$ cat src/rtl/mem_arbiter.sv
// Single-port main-memory arbiter for icache refill, dcache refill and write-buffer drain.
// One outstanding transaction; fixed priority with a bounded write-burst counter and RAW blocking.
module mem_arbiter #(
  parameter int MAXWB = 4
) (
  input  logic        clk,
  input  logic        reset,
  input  logic [29:0] ic_adr,
  input  logic        ic_en,
  output logic        ic_done,
  input  logic [29:0] dc_adr,
  input  logic        dc_en,
  output logic        dc_done,
  input  logic [29:0] wb_adr,
  input  logic [31:0] wb_data,
  input  logic [3:0]  wb_byteen,
  input  logic        wb_en,
  output logic        wb_done,
  input  logic        wb_hit,
  output logic [31:0] rdata,
  output logic [29:0] memadr,
  output logic [31:0] memwdata,
  output logic [3:0]  membyteen,
  output logic        memrwb,
  output logic        memen,
  input  logic        memdone,
  input  logic [31:0] memrdata
);

  typedef enum logic [1:0] {IDLE, GRANT, RESP} state_t;
  typedef enum logic [1:0] {SEL_WB, SEL_DC, SEL_IC} sel_t;

  localparam logic [3:0] MAXWB_C = 4'(MAXWB);

  state_t      state_reg, state_next;
  sel_t        sel_reg, sel_next;
  logic [3:0]  wbcount_reg, wbcount_next;
  logic [29:0] memadr_reg, memadr_next;
  logic [31:0] memwdata_reg, memwdata_next;
  logic [3:0]  membyteen_reg, membyteen_next;
  logic        memrwb_reg, memrwb_next;
  logic        memen_reg, memen_next;
  logic [31:0] rdata_reg, rdata_next;
  logic [2:0]  done_reg, done_next;

  logic wb_elig, dc_elig, ic_elig, rd_elig;
  logic grant_wb, grant_dc, grant_ic;

  // A dcache read is held off while the write buffer still holds its word.
  always_comb begin
    wb_elig  = wb_en;
    dc_elig  = dc_en & ~wb_hit;
    ic_elig  = ic_en;
    rd_elig  = dc_elig | ic_elig;
    grant_wb = wb_elig & ((wbcount_reg < MAXWB_C) | ~rd_elig);
    grant_dc = ~grant_wb & dc_elig;
    grant_ic = ~grant_wb & ~dc_elig & ic_elig;
  end

  always_comb begin
    state_next     = state_reg;
    sel_next       = sel_reg;
    wbcount_next   = wbcount_reg;
    memadr_next    = memadr_reg;
    memwdata_next  = memwdata_reg;
    membyteen_next = membyteen_reg;
    memrwb_next    = memrwb_reg;
    memen_next     = memen_reg;
    rdata_next     = rdata_reg;
    done_next      = 3'b000;
    case (state_reg)
      IDLE: begin
        memen_next = 1'b0;
        if (grant_wb) begin
          memadr_next    = wb_adr;
          memwdata_next  = wb_data;
          membyteen_next = wb_byteen;
          memrwb_next    = 1'b0;
          memen_next     = 1'b1;
          sel_next       = SEL_WB;
          state_next     = GRANT;
          if (rd_elig && (wbcount_reg < MAXWB_C))
            wbcount_next = wbcount_reg + 4'd1;
        end else if (grant_dc || grant_ic) begin
          memadr_next    = grant_dc ? dc_adr : ic_adr;
          membyteen_next = 4'b1111;
          memrwb_next    = 1'b1;
          memen_next     = 1'b1;
          sel_next       = grant_dc ? SEL_DC : SEL_IC;
          state_next     = GRANT;
          wbcount_next   = 4'd0;
        end
      end
      GRANT: begin
        if (memdone) begin
          memen_next = 1'b0;
          if (memrwb_reg)
            rdata_next = memrdata;
          case (sel_reg)
            SEL_WB:  done_next = 3'b001;
            SEL_DC:  done_next = 3'b010;
            default: done_next = 3'b100;
          endcase
          state_next = RESP;
        end
      end
      RESP:    state_next = IDLE;
      default: state_next = IDLE;
    endcase
  end

  always_ff @(posedge clk) begin
    if (reset) begin
      state_reg     <= IDLE;
      sel_reg       <= SEL_WB;
      wbcount_reg   <= 4'd0;
      memadr_reg    <= 30'd0;
      memwdata_reg  <= 32'd0;
      membyteen_reg <= 4'd0;
      memrwb_reg    <= 1'b1;
      memen_reg     <= 1'b0;
      rdata_reg     <= 32'd0;
      done_reg      <= 3'b000;
    end else begin
      state_reg     <= state_next;
      sel_reg       <= sel_next;
      wbcount_reg   <= wbcount_next;
      memadr_reg    <= memadr_next;
      memwdata_reg  <= memwdata_next;
      membyteen_reg <= membyteen_next;
      memrwb_reg    <= memrwb_next;
      memen_reg     <= memen_next;
      rdata_reg     <= rdata_next;
      done_reg      <= done_next;
    end
  end

  assign memadr    = memadr_reg;
  assign memwdata  = memwdata_reg;
  assign membyteen = membyteen_reg;
  assign memrwb    = memrwb_reg;
  assign memen     = memen_reg;
  assign rdata     = rdata_reg;
  assign wb_done   = done_reg[0];
  assign dc_done   = done_reg[1];
  assign ic_done   = done_reg[2];

endmodule
$ cat config.mk
export PLATFORM = sky130hd
export DESIGN_NAME = mem_arbiter
export DESIGN_NICKNAME = d
export VERILOG_FILES = /design/src/rtl/mem_arbiter.sv
export SDC_FILE = /design/constraint.sdc
export NUM_CORES = 1
export LEC_CHECK = 0
export ABC_AREA = 0
export BUFFER_PORTS_ARGS = -buffer_cell sky130_fd_sc_hd__buf_4
export CORE_MARGIN = 2
export CORE_UTILIZATION = 44
export DETAILED_ROUTE_END_ITERATION = 7
export GPL_TIMING_DRIVEN = 0
export PLACE_DENSITY = 0.81
export SYNTH_ARGS = -nofsm -noshare
export SYNTH_HDL_FRONTEND = slang
export SYNTH_SLANG_ARGS = --single-unit
$ cat constraint.sdc
create_clock -name clk -period 1.87 [get_ports clk]
set_clock_uncertainty 0.05 [all_clocks]
set_input_delay 0.374 -clock clk [delete_from_list [all_inputs] [get_ports clk]]
set_output_delay 0.374 -clock clk [all_outputs]
set_load 0.02 [all_outputs]
==> results of run 1 <==
-- through the flow --
stage	utilization [%]	hold WS, ns	total power (W)	setup TNS, ns
finish	67.7	0.201	0.00537	0
global route	67.7	0.188	0.00563	0
CTS	67.7	0.184	0.00540	0
detailed placement	66.1	0.380	0.00413	-1.22
global placement	66.1	0.376	0.00409	-0.0706
floorplan	-	0.359	0.00341	0
-- worst max-delay path by stage --
stage,from,to,slack (ns)
after global placement,wb_hit,sel_reg[1],-0.03
after detailed placement,dc_en,memwdata[14],-0.1
after global routing,state_reg[1],sel_reg[1],0.01
final,state_reg[1],sel_reg[1],0.16
after CTS,state_reg[1],memwdata[25],0.17
after floorplan,dc_en,memwdata[10],0.36
-- power groups by stage --
stage	combinational (W)	sequential [W]	clock [W]
global placement	0.00140	0.00269	0
floorplan	0.000521	0.00289	0
finish	0.00143	0.00264	0.00130
global route	0.00154	0.00266	0.00142
CTS	0.00144	0.00264	0.00133
detailed placement	0.00143	0.00270	0
-- cell usage in the layout, fill, tap and decap left out, types with 20 or more instances in the layout --
cell type	count
o21ai_0	34
nand3_1	69
nand2_1	125
nand2b_1	27
a32o_1	26
buf_2	20
a21oi_1	71
buf_4	269
clkbuf_1	23
dfxtp_1	111
-- layout make-up --
class                           instances  area (µm²)  share of cell area (%)
Tap cell                              136         170                    2.46
Sequential cell                       111        2220                    32.1
Timing Repair Buffer                  267        2000                    28.9
Buffer                                 50         258                    3.72
Inverter                                2        7.51                   0.108
Multi-Input combinational cell        400        2100                    30.4
Clock buffer                           11         141                    2.04
Clock inverter                          4        22.5                   0.325
-- cells by family after synthesis --
group	after synthesis	share of synthesized area, %
simple gates	253	25.4
flops	111	48.4
mux	4	0.981
buf+inv	52	5.78
fa+ha+maj	1	0.272
compound gates	142	19.2
-- tightest hold or removal path, stage by stage --
cell and delay (ns):
buf_4 0.11, nand2_1 0.04, a21oi_1 0.05
-- routing by layer --
layer	vias to the layer above	routed length [µm]
li1	2501	-
met1	2385	6130
met2	232	8110
met3	33	1150
met4	0	460
met5	-	0
==> impl_metrics.tcl, run 1 <==
set metrics [dict create \
    hold_viol 0 \
    gr-max-usage-layer "met2" \
    worst_slew_pin_slew_ns 0.537 \
    pre_cts_ws_ns -0.0976 \
    finalCriticalPeriod_ns 1.71 \
    die_h_um 106 \
    clkLatencyLatePin_ns 0.37 \
    drc 0 \
    power.density_nw_per_um2 776 \
    grt.overflow.total 0 \
    cts_hold_buffers 0 \
    fillCellCount 868 \
    grt_first_pass_wirelength_um 24400 \
    fin_crit_sh_pct 91.4 \
    vdd_drop_max_mv 0.434 \
    crit_cells 6 \
    num_rows 37 \
    drive_gt1_share_pct 38.1 \
    p_sw_share_pct 30.7 \
    gpl.final_weighted_congestion 0.886 \
    timing.final.ws_setup_ns 0.162 \
    viasPerCell 5.25 \
    die_width_um 106 \
    ioPinCount 268 \
    pwr-share-comb_pct 26.6 \
    synth_cells 563 \
    grt_use_met2_pct 49.0 \
    maxCapViolCount 0 \
    p_sw_w 0.00165 \
    grt_use_met1_pct 31.3 \
    numCtsBuffers 9 \
    maxSlewHeadroom_pct 64.2 \
    required_ns 2.11 \
    post_cts_resized 0 \
    antenna_cells 0 \
    vias 5151 \
    core_um2 10200 \
    dp_hpwl_um 12500 \
    leakagePower_nw 3.10 \
    cts_sinks 111 \
    final_max_slew_viol_count 0 \
    hp-class "in2reg" \
    met3_usage_pct 5.33 \
    yosys.cell_types.count 36 \
    place_area_um2 6770 \
    crit_arrival_ns 1.95 \
    drt_iter0_markers 351 \
    reg2reg_depth 6 \
    clk_pin_slew_ns 0.10 \
    dp_cells 966 \
    grt_use_total_pct 27.3 \
    worstSetupPathType "reg2reg" \
    clockBufferDepth 2 \
    synthArstFlopShare_pct 0 \
    rsz0062_at_grt "no" \
    cp_cell_sequence "nor2_1 > o31a_1 > buf_2 > buf_2 > nand3_1 > a21oi_1" \
    io_buffer_count 267 \
    synth_common_cells "125 x nand2_1, 111 x dfxtp_1, 71 x a21oi_1" \
    synth.area.top_cells "dfxtp_1 48%, nand2_1 10%, a21oi_1 7.7%, nand3_1 7.5%, a32o_1 5.7%" \
    yosysWarnings 0 \
    first_global_vias 5014 \
    post_cts_buffers 0 \
    die_area_um2 11300 \
    synth.most_common_cell "nand2_1" \
    ff2ff_setup_slack_ns 0.16 \
    crit_buf_inv 2 \
    grt_max_degree 17 \
    cts_tree "done" \
    fmaxAchievable_mhz 585 \
    internal-power_w 0.00372 \
    ant_nets 0 \
    yosysSeqAreaShare_pct 48.4 \
    cpPeakStageDelay_ns 0.35 \
    start_util_pct 44.9 \
    p_clk_share_pct 24.2 \
    status "completed" \
    synth_top_area_cell "dfxtp_1" \
    syn_nets 729 \
    holdPathEnd "rdata[14]" \
    syn_avg_cell_area_um2 8.16 \
    stdcell_area_um2 6930 \
    min_from "memrdata[14]" \
    slowest_stage "dfxtp_1" \
    wirelength_um 15800 \
    firstDrtPassIters 5 \
    yosysTopAreaCellShare_pct 48.4 \
    cp_common_cell "buf_2" \
    stdcell_count 981 \
    antenna_found_initial 0 \
    worstPathMaxFanout 10 \
    power.share.sequential_pct 49.2 \
    synth_seq_cells 111 \
    syn2layout_area_growth_pct 50.9 \
    htree_levels 3 \
    ys.flop_type "dfxtp_1" \
    holdPathStages 3 \
    setup_violations 0 \
    nets 1007 \
    wl_per_cell_um 16.2 \
    cp_top_family "buffers and inverters" \
    syn-cell-area_um2 4590 \
    synth_edf_count 0 \
    timing.rr.start "state_reg[1]" \
    worst_setup_path_end_kind "flop" \
    start_kind "flop" \
    r2r_end "sel_reg[1]" \
    cts_root_buf "clkbuf_8" \
]
No activity file was read; power rests on OpenSTA's default activity.
==> run 2: changes to the inputs <==
==> constraint.sdc (replaced) <==
create_clock -name clk -period 1.87 [get_ports clk]
set_clock_uncertainty 0.05 [all_clocks]
set_input_delay 0.187 -clock clk [delete_from_list [all_inputs] [get_ports clk]]
set_output_delay 0.187 -clock clk [all_outputs]
set_load 0.02 [all_outputs]
==> run 2 against run 1 <==
Compared with the run above: fmax hardly changed; sequential power barely moved; hold slack got worse by 0.19 ns; register-to-register slack barely moved; non-clock buffer count increased by 3; via count up 0.58%; routed wire length grew 0.59%; final area is 0.43% higher; setup slack improved by 0.00077 ns; first-iteration DRC count up 12%; global-route usage up 0.16 points; core utilization up 0.29 points; highest routed layer unchanged.
==> impl_metrics.tcl, run 2 (synthesized netlist as in run 1, its figures left out) <==
set metrics [dict create \
    firstDrtPassIters 5 \
    drive_gt1_share_pct 38.0 \
    final_max_slew_viol_count 0 \
    grt_first_pass_wirelength_um 24600 \
    ant_nets 0 \
    first_global_vias 5046 \
    crit_arrival_ns 1.95 \
    final.setup.tns_ns 0 \
    numCtsBuffers 9 \
    io_buffer_count 267 \
    vdd_drop_max_mv 0.434 \
    dp_cells 966 \
    post_cts_resized 0 \
    fin_hold_ws_ns 0.0137 \
    cp_cell_sequence "nor2_1 > o31a_1 > buf_2 > buf_2 > nand3_1 > a21oi_1" \
    grt.overflow.total 0 \
    setup_violations 0 \
    place_area_um2 6770 \
    nets 1010 \
    cp_common_cell "buf_2" \
    syn2layout_area_growth_pct 51.6 \
    antenna_cells 0 \
    leakagePower_nw 3.12 \
    maxSlewHeadroom_pct 64.9 \
    drc 0 \
    clkLatencyLatePin_ns 0.36 \
    worst_setup_path_end_kind "flop" \
    fillCellCount 861 \
    core_um2 10200 \
    die_area_um2 11300 \
    grt_use_total_pct 27.4 \
    cts_hold_buffers 3 \
    required_ns 2.11 \
    drt_iter0_markers 393 \
    fin_crit_sh_pct 91.3 \
    rsz0062_at_grt "no" \
    maxCapViolCount 0 \
    grt_max_degree 17 \
    vias 5181 \
    crit_buf_inv 2 \
    stdcell_count 984 \
    status "completed" \
    hp-class "in2reg" \
    power.density_nw_per_um2 771 \
    worst_slew_pin_slew_ns 0.527 \
    wl_per_cell_um 16.2 \
    slowest_stage "dfxtp_1" \
    worstSetupPathType "reg2reg" \
    timing.rr.start "state_reg[1]" \
    cp_top_family "buffers and inverters" \
    num_rows 37 \
    post_cts_buffers 0 \
    clk_pin_slew_ns 0.10 \
    start_util_pct 44.9 \
    die_width_um 106 \
    clockBufferDepth 2 \
    htree_levels 3 \
    cts_tree "done" \
    fmaxAchievable_mhz 586 \
    die_h_um 106 \
    power_w 0.00537 \
    ioPinCount 268 \
    cts_root_buf "clkbuf_8" \
    finalCriticalPeriod_ns 1.71 \
    min_from "memrdata[14]" \
    cpPeakStageDelay_ns 0.35 \
    stdcell_area_um2 6960 \
    viasPerCell 5.27 \
    final_cell_mix "269 x buf_4, 125 x nand2_1, 111 x dfxtp_1" \
    final_common_cell "buf_4" \
    antenna_found_initial 0 \
    hold_viol 0 \
    start_kind "flop" \
    startpoint "state_reg[1]" \
    cts_sinks 111 \
    gpl.final_weighted_congestion 0.886 \
    dp_hpwl_um 12500 \
    wirelength_um 15900 \
    worstPathMaxFanout 10 \
]
run 2: per-layer routing:
metal | up-vias | global-route usage, % | part of all wire [%]
li1 | 2507 | - | -
met1 | 2388 | 31.4 | 38
met2 | 241 | 48.8 | 51
met3 | 45 | 5.52 | 7.5
met4 | 0 | 13.0 | 3.4
met5 | - | 0 | 0
run 2: power breakdown:
part / leakage, nW / total [W] / internal [W] / switching (W)
Clock: 0.0850 / 0.00129 / 0.000509 / 0.000778
Combinational: 2.12 / 0.00144 / 0.000673 / 0.000765
Sequential: 0.910 / 0.00264 / 0.00254 / 0.000100
Total: 3.12 / 0.00537 / 0.00373 / 0.00164
run 2: worst register-to-register path, delay by kind of cell, from the launching register on:
kind                   cells  cell delay (ns)
AND/OR/NAND/NOR            2             0.39
AO/OA/AOI/OAI              2             0.38
buffers and inverters      2             0.47
flip-flops                 1             0.35
run 2: layout make-up:
type / count / area (µm²) / area share, %
sequential: 111 / 2220 / 31.9
tap: 136 / 170 / 2.44
buffer: 50 / 258 / 3.70
multi-input combinational: 400 / 2100 / 30.2
timing repair buffer: 270 / 2030 / 29.2
clock inverter: 4 / 22.5 / 0.324
clock buffer: 11 / 141 / 2.03
inverter: 2 / 7.51 / 0.108
run 2: worst paths after layout:
check	end	slack, ns	cells past startpoint
worst max-delay path	sel_reg[1]	0.16	6
worst min-delay path	rdata[14]	0.01	3
worst min register to register	done_reg[0]	0.38	1
worst max register to register	sel_reg[1]	0.16	6
run 2: per-stage QoR:
stage	worst slack [ns]	utilization [%]
after global placement	0.155	66.1
final	0.162	68.0
after CTS	0.171	68.0
after floorplan	0.441	-
after global routing	0.0115	68.0
after detailed placement	0.0894	66.1
==> run 3: changes to the inputs <==
--- a/config.mk
+++ b/config.mk
@@ -13,3 +13,3 @@
 export GPL_TIMING_DRIVEN = 0
-export PLACE_DENSITY = 0.81
+export PLACE_DENSITY = 0.83
 export SYNTH_ARGS = -nofsm -noshare
==> constraint.sdc (replaced) <==
create_clock -name clk -period 1.87 [get_ports clk]
set_clock_uncertainty 0.05 [all_clocks]
set_input_delay 0 -clock clk [delete_from_list [all_inputs] [get_ports clk]]
set_output_delay 0 -clock clk [all_outputs]
set_load 0.02 [all_outputs]
==> run 3 against run 2 <==
Compared with the run above: core utilization is 14 points higher; critical endpoint is now memwdata[19]; via count is 23% higher; highest routed layer unchanged; combinational power is 25% higher; power is 8.1% higher; clock power is 5% higher; first-iteration DRC count is 63% higher; clock-buffer cell count is 1 higher.
==> impl_metrics.tcl, run 3 (synthesized netlist as in run 1, its figures left out) <==
set metrics [dict create \
    holdPathEnd "memadr[2]" \
    holdPathStages 3 \
    die_area_um2 11300 \
    fmaxAchievable_mhz 575 \
    worstSetupPathType "in2reg" \
    final_cell_mix "269 x buf_4, 149 x dlygate4sd3_1, 125 x nand2_1" \
    post_cts_buffers 0 \
    final_common_cell "buf_4" \
    num_rows 37 \
    cts_sinks 111 \
    rsz0062_at_grt "no" \
    first_global_vias 6555 \
    start_kind "primary input" \
    drive_gt1_share_pct 32.8 \
    leakagePower_nw 3.73 \
    vdd_drop_max_mv 0.467 \
    final.setup.tns_ns 0 \
    antenna_found_initial 0 \
    timing.rr.start "state_reg[1]" \
    hold_viol 0 \
    min_from "reset" \
    antenna_cells 0 \
    clkLatencyLatePin_ns 0.36 \
    drc 0 \
    ioPinCount 268 \
    cts_root_buf "clkbuf_8" \
    required_ns 2.12 \
    post-route-util_pct 82.5 \
    fin_crit_sh_pct 93.1 \
    maxCapViolCount 0 \
    ff2ff_setup_slack_ns 0.14 \
    grt_first_pass_wirelength_um 33900 \
    start_util_pct 44.9 \
    clockBufferDepth 2 \
    die_width_um 106 \
    grt_use_total_pct 38.2 \
    reg2reg_depth 5 \
    cts_tree "done" \
    htree_levels 3 \
    viasPerCell 5.65 \
    grt_max_degree 18 \
    crit_arrival_ns 1.99 \
    status "completed" \
    pre_cts_ws_ns 0.184 \
    syn2layout_area_growth_pct 83.9 \
    worst_setup_path_end_kind "flop" \
    finalCriticalPeriod_ns 1.74 \
    drt_iter0_markers 642 \
    wirelength_um 22000 \
    firstDrtPassIters 7 \
    vias 6391 \
    final_max_slew_viol_count 0 \
    setup_violations 0 \
    io_buffer_count 267 \
    timing.final.ws_setup_ns 0.130 \
    clk_pin_slew_ns 0.11 \
    worstPathMaxFanout 10 \
    maxSlewHeadroom_pct 61.9 \
    ant_nets 0 \
    power.density_nw_per_um2 688 \
    hp-class "in2reg" \
    nets 1156 \
    core_um2 10200 \
    numCtsBuffers 9 \
    die_h_um 106 \
    grt.overflow.total 0 \
    dp_hpwl_um 12500 \
    wl_per_cell_um 19.4 \
    r2r_end "rdata[1]" \
    gpl.final_weighted_congestion 0.848 \
    worst_slew_pin_slew_ns 0.572 \
]
## run 3: changes by cell type in the layout (fill, tap and decap cells not counted), moves of 2 or more
cell           before  now
dlygate4sd3_1       3  149
clkinv_2            3    0
clkbuf_2            0    2
clkinvlp_4          1    3
## run 3: layer usage
layer | part of all wire [%] | global-route usage, %
met5 | 0 | 0
met4 | 7.5 | 27.7
met3 | 9.6 | 10.4
met2 | 49 | 65.2
met1 | 34 | 40.3
## run 3: through the flow
stage	instances	total power, W	instance area [µm²]	hold slack (ns)
final	1131	0.00581	8440	0.0136
after global routing	1131	0.00602	8440	0.0152
after CTS	1131	0.00568	8430	0.00118
after detailed placement	966	0.00413	6770	0.208
after global placement	966	0.00409	6770	0.197
after floorplan	563	0.00341	4590	0.0860
## run 3: layout make-up
class | instances | area [µm²]
Tap cell | 136 | 170
Clock inverter | 4 | 31.3
Clock buffer | 12 | 145
Timing Repair Buffer | 416 | 3500
Sequential cell | 111 | 2220
Inverter | 2 | 7.51
Fill cell | 575 | 1790
Buffer | 50 | 260
Multi-Input combinational cell | 400 | 2110
## run 3: worst max-delay path by stage
stage	from	end	slack, ns	depth (start not counted)
floorplan	memrwb	rdata[10]	0.44	6
global placement	state_reg[1]	sel_reg[1]	0.21	6
detailed placement	state_reg[1]	memwdata[16]	0.18	6
CTS	state_reg[1]	sel_reg[1]	0.15	6
global route	state_reg[1]	rdata[21]	0.01	6
finish	wb_en	memwdata[19]	0.13	7
## run 3: critical path: stages
cell	delay, ns
dlygate4sd3_1	0.55
buf_4	0.16
o31ai_2	0.28
buf_2	0.30
clkbuf_1	0.34
o21ai_0	0.16
a21oi_1	0.19
## run 3: what timing repair did
item	in CTS	in global routing
hold endpoints to repair	101	0
hold buffers	149	0
setup endpoints to repair	0	6
resized for setup	0	6
## run 3: power by group
part           total, W  internal [W]  switching [W]
registers       0.00266       0.00254       0.000117
clock network   0.00135      0.000526       0.000824
logic           0.00180      0.000876       0.000919
total           0.00581       0.00395        0.00186
